==> src/rtl/mask_expand.sv <==
// mask_expand: scatters packed values into a dense vector at the set positions of a sparsity mask,
// walking one mask bit per cycle behind an input_ready/output_taken handshake.
module mask_expand #(
   parameter int IL       = 4,
   parameter int FL       = 16,
   parameter int length   = 32,
   parameter int num_vals = 16,
   parameter int p_length = $clog2(length)
) (
   input  logic                                clk,
   input  logic                                reset,
   input  logic [length-1:0]                   i_mask,
   input  logic [num_vals-1:0][IL+FL-1:0]      in,
   input  logic                                input_ready,
   input  logic                                output_taken,
   output logic [length-1:0][IL+FL-1:0]        o_data,
   output logic                                output_ready,
   output logic [p_length:0]                   o_count,
   output logic                                overflow,
   output logic [1:0]                          state
);
   localparam int PW = (num_vals > 1) ? $clog2(num_vals) : 1;
   localparam logic [p_length:0]   NV   = (p_length+1)'(num_vals);
   localparam logic [p_length:0]   LEN  = (p_length+1)'(length);
   localparam logic [p_length:0]   ONE  = (p_length+1)'(1);
   localparam logic [p_length-1:0] LAST = p_length'(length - 1);
   localparam logic [p_length-1:0] STEP = p_length'(1);

   typedef enum logic [1:0] {IDLE = 2'b00, EXPAND = 2'b01, DONE = 2'b10} state_t;

   state_t                           state_q;
   logic [length-1:0]                mask_q;
   logic [num_vals-1:0][IL+FL-1:0]   vals_q;
   logic [length-1:0][IL+FL-1:0]     data_q;
   logic [p_length-1:0]              idx_q;
   logic [p_length:0]                ptr_q, cnt_q;
   logic                             ovf_q, rdy_q;

   always_ff @(posedge clk or negedge reset) begin
      if (!reset) begin
         state_q <= IDLE;
         mask_q  <= '0;
         vals_q  <= '0;
         data_q  <= '0;
         idx_q   <= '0;
         ptr_q   <= '0;
         cnt_q   <= '0;
         ovf_q   <= 1'b0;
         rdy_q   <= 1'b0;
      end else begin
         case (state_q)
            IDLE: if (input_ready) begin
               mask_q  <= i_mask;
               vals_q  <= in;
               data_q  <= '0;
               idx_q   <= '0;
               ptr_q   <= '0;
               cnt_q   <= '0;
               ovf_q   <= 1'b0;
               state_q <= EXPAND;
            end
            EXPAND: begin
               // set bits beyond the packed capacity are zero-filled and flagged
               if (mask_q[idx_q]) begin
                  if (ptr_q < NV) begin
                     data_q[idx_q] <= vals_q[ptr_q[PW-1:0]];
                     ptr_q         <= ptr_q + ONE;
                  end else begin
                     data_q[idx_q] <= '0;
                     ovf_q         <= 1'b1;
                  end
                  cnt_q <= (cnt_q == LEN) ? cnt_q : cnt_q + ONE;
               end else begin
                  data_q[idx_q] <= '0;
               end
               if (idx_q == LAST) begin
                  state_q <= DONE;
                  rdy_q   <= 1'b1;
               end else begin
                  idx_q <= idx_q + STEP;
               end
            end
            DONE: if (output_taken) begin
               state_q <= IDLE;
               rdy_q   <= 1'b0;
            end
            default: state_q <= IDLE;
         endcase
      end
   end

   assign o_data       = data_q;
   assign output_ready = rdy_q;
   assign o_count      = cnt_q;
   assign overflow     = ovf_q;
   assign state        = state_q;
endmodule

==> config.mk <==
export PLATFORM = sky130hd
export DESIGN_NAME = mask_expand
export DESIGN_NICKNAME = d
export VERILOG_FILES = /design/src/rtl/mask_expand.sv
export SDC_FILE = /design/constraint.sdc
export NUM_CORES = 2
export LEC_CHECK = 0
export CORE_AREA = 5 5 391 393
export DETAILED_ROUTE_END_ITERATION = 10
export DIE_AREA = 0 0 396 398
export PLACE_DENSITY = 0.55
export SLEW_MARGIN = 30
export SYNTH_ARGS = -nofsm -noshare
export SYNTH_HDL_FRONTEND = slang
export SYNTH_SLANG_ARGS = --single-unit
export TNS_END_PERCENT = 20
==> constraint.sdc <==
create_clock -name clk -period 3.9 [get_ports clk]
set_clock_uncertainty 0.2 [all_clocks]
set_input_delay 0.585 -clock clk [delete_from_list [all_inputs] [get_ports clk]]
set_output_delay 0.585 -clock clk [all_outputs]
set_load 0.1 [all_outputs]
==> run_results.csv <==
group,metric,value,unit
finish,final_area,0.0567,mm²
clock_network,htreeDepth,3,
sta,drv_slew,0,
critical_path,crit_family,"simple AND/OR/NAND/NOR gates",
route,drc_errors,0,
logic_synthesis,netlist.area_leader.share,62.5,%
sta,hold_viol,0,
critical_path,end_kind,"flip-flop",
logic_synthesis,synth_nets,3852,
logic_synthesis,synth_flop_cell,"dfrtp_1",
finish,syn2layout_area_growth,40.0,%
critical_path,path_max_fanout,25,
clock_network,cts_buffers,110,
sta,finalWorstSetupSlack,0.337,ns
die,initial_core_util,27.2,%
route,dr.pass1.iters,7,
clock_network,root_buffer,"clkbuf_16",
die,coreArea,0.149,mm²
clock_network,numClockSinks,1013,
die,die_y,398,µm
logic_synthesis,synth.distinct_cells,42,
route,drt-initial-drc-count,2703,
logic_synthesis,synth_common_cells,"1197 x nand2_1, 1013 x dfrtp_1, 578 x a22o_1, 216 x clkbuf_1",
route,vias,33000,
critical_path,cp_num_buf_inv,4,
critical_path,rrSetupSlack,0.34,ns
clock_network,cts_tree,"yes",
clock_network,path_clk_slew,0.06,ns
critical_path,cpPeakStageDelay,0.60,ns
logic_synthesis,synth.area.top_cells,"dfrtp_1 63%, a22o_1 12%, nand2_1 11%",
sta,fin_crit_sh,91.4,%
logic_synthesis,synth_edf_count,0,
sta,relSlewSlack,29.1,%
critical_path,r2r_cells,10,
global_routing,antenna_found_initial,24,
placement,gp_congestion,0.834,
logic_synthesis,synthArstFlopShare,100,%
placement,pre_cts_ws,0.424,ns
finish,fin_util,38.1,%
route,viasPerCell,5.05,
clock_network,worstSkewPairLatency,0.76,ns
logic_synthesis,synth_most_common_cell,"nand2_1",
critical_path,startpoint_type,"flip-flop",
outcome,outcome,"finished, final reports clean",
finish,nFillCells,14500,
route,routed_wl,189,mm
critical_path,cp_num_cells,10,
logic_synthesis,synth_seq_area_share,62.5,%
critical_path,crit_path_cell_trace,"buf_4 -> mux2i_1 -> nor3_1 -> or4_4 -> nor3_4 -> buf_12 -> nor2b_4 -> buf_16 -> buf_4 -> a22o_1",
critical_path,critPathMostFrequentCell,"buf_4",
route,ant_nets,0,
critical_path,cp_data_required_time,4.29,ns
route,routedWlPerCell,28.9,µm
sta,tightestPinTransition,1.06,ns
global_routing,overflow,0,
clock_network,clockBufferDepth,3,
critical_path,slowest_stage,"dfrtp_1",
die,ios,1006,
logic_synthesis,syn_inst,3488,
critical_path,cp.arrival,3.96,ns
clock_network,post_cts_resized,0,
finish,drive_above_1_share,15.5,%
placement,port_buffers,1005,
logic_synthesis,synthesis.area,0.0405,mm²
die,dieArea,0.158,mm²
global_routing,grt_pass1_wl,263,mm
placement,dp_hpwl,137,mm
sta,setup_tns,0,ns
run,max_cap_violations,0,
sta,max_freq,281,MHz
die,die_w,396,µm
logic_synthesis,synth_area_leader_cell,"dfrtp_1",
global_routing,grtUsageTotal,23.2,%
global_routing,grt_max_degree,120,
logic_synthesis,synth_warnings,0,
sta,rsz0062_at_grt,"no",
placement,place_area,0.0529,mm²
sta,period_minus_slack,3.56,ns
min_path,hp-class,"in2async",
logic_synthesis,avgSynthCellArea,11.6,µm²
critical_path,criticalPathCategory,"reg2reg",
sta,finalSetupViolations,0,
die,std_cell_rows,142,
global_routing,grt_pass1_vias,33200,
logic_synthesis,synth_seq_cells,1013,
finish,layout.nets,4852,
## layer usage
| metal | part of all wire [%] | GRT usage, % | up-vias | wire [µm] |
|---|---|---|---|---|
| met1 | 40 | 29.6 | 17100 | 76200 |
| met5 | 0.062 | 0 | - | 117 |
| met4 | 3.1 | 7.08 | 18 | 5820 |
| met3 | 8.1 | 5.93 | 271 | 15300 |
| met2 | 48 | 38.8 | 1524 | 91400 |
| li1 | - | - | 14100 | - |
## worst reg2reg max path: cells and delay by family, from the launching register on
kind                   cells  cell delay [ns]
buffers and inverters      4             1.00
multiplexers               1             0.26
AND/OR/NAND/NOR            4             1.12
AO/OA/AOI/OAI              1             0.24
flip-flops                 1             0.60
## per-stage QoR
stage	instances	hold WS, ns
2_1_floorplan	3488	0.0894
3_3_place_gp	6305	0.252
3_5_place_dp	6318	0.257
4_1_cts	6523	0.0894
5_1_grt	6526	0.0875
6_report	6532	0.0921
## layout by cell type, fill, tap and decap left out, types with 22 or more instances in the layout
master / n
nand2_1: 1188
o21ai_0: 99
dfrtp_1: 1008
clkbuf_16: 111
clkbuf_8: 22
clkdlybuf4s50_1: 829
buf_4: 169
mux4_2: 103
a22o_1: 578
clkbuf_1: 26
nor2_1: 31
buf_2: 150
buf_12: 37
## kinds of logic after synthesis
kind of cell             count (synthesis)  share of synthesized area (%)
AND/OR/NAND/NOR                       1336                           12.9
flip-flops                            1013                           62.5
AO/OA/AOI/OAI                          700                           14.1
buffers and inverters                  315                           4.15
multiplexers                           115                           6.03
adder cells (fa/ha/maj)                  8                          0.247
XOR/XNOR                                 1                         0.0216
## path summary, 6_finish.rpt
kind,from,end
hold reg to reg,vals_q[148],vals_q[148]
setup / recovery,idx_q[1],o_data[165]
setup reg to reg,idx_q[1],o_data[165]
min in group clk,i_mask[14],mask_q[14]
hold / removal,reset,o_data[287]
max in group asynchronous,reset,o_data[15]
## repair_timing
item / 4_1_cts / 5_1_grt
setup buffers: 0 / 0
endpoints found under the hold margin: 45 / 0
hold buffers: 1 / 0
## sequential cells by signal, summed over array words and instances (netlist names), 2 cells and up
signal / flops
o_count: 6
idx_q: 5
ptr_q: 6
vals_q: 320
o_data: 640
mask_q: 32
state: 2
## area by class of cell
cell class	count	area [µm²]	share of cell area, %
Timing Repair Buffer	1197	11300	20.0
Tap cell	1944	2430	4.29
Inverter	6	22.5	0.0397
Antenna cell	8	20.0	0.0353
Clock buffer	159	3180	5.60
Sequential cell	1013	25400	44.7
Clock inverter	45	627	1.10
Multi-Input combinational cell	2160	13800	24.3
Power is left out: the tool's default activity adds up to more than one toggle a clock period on the data nets, which glitch-free logic cannot reach.
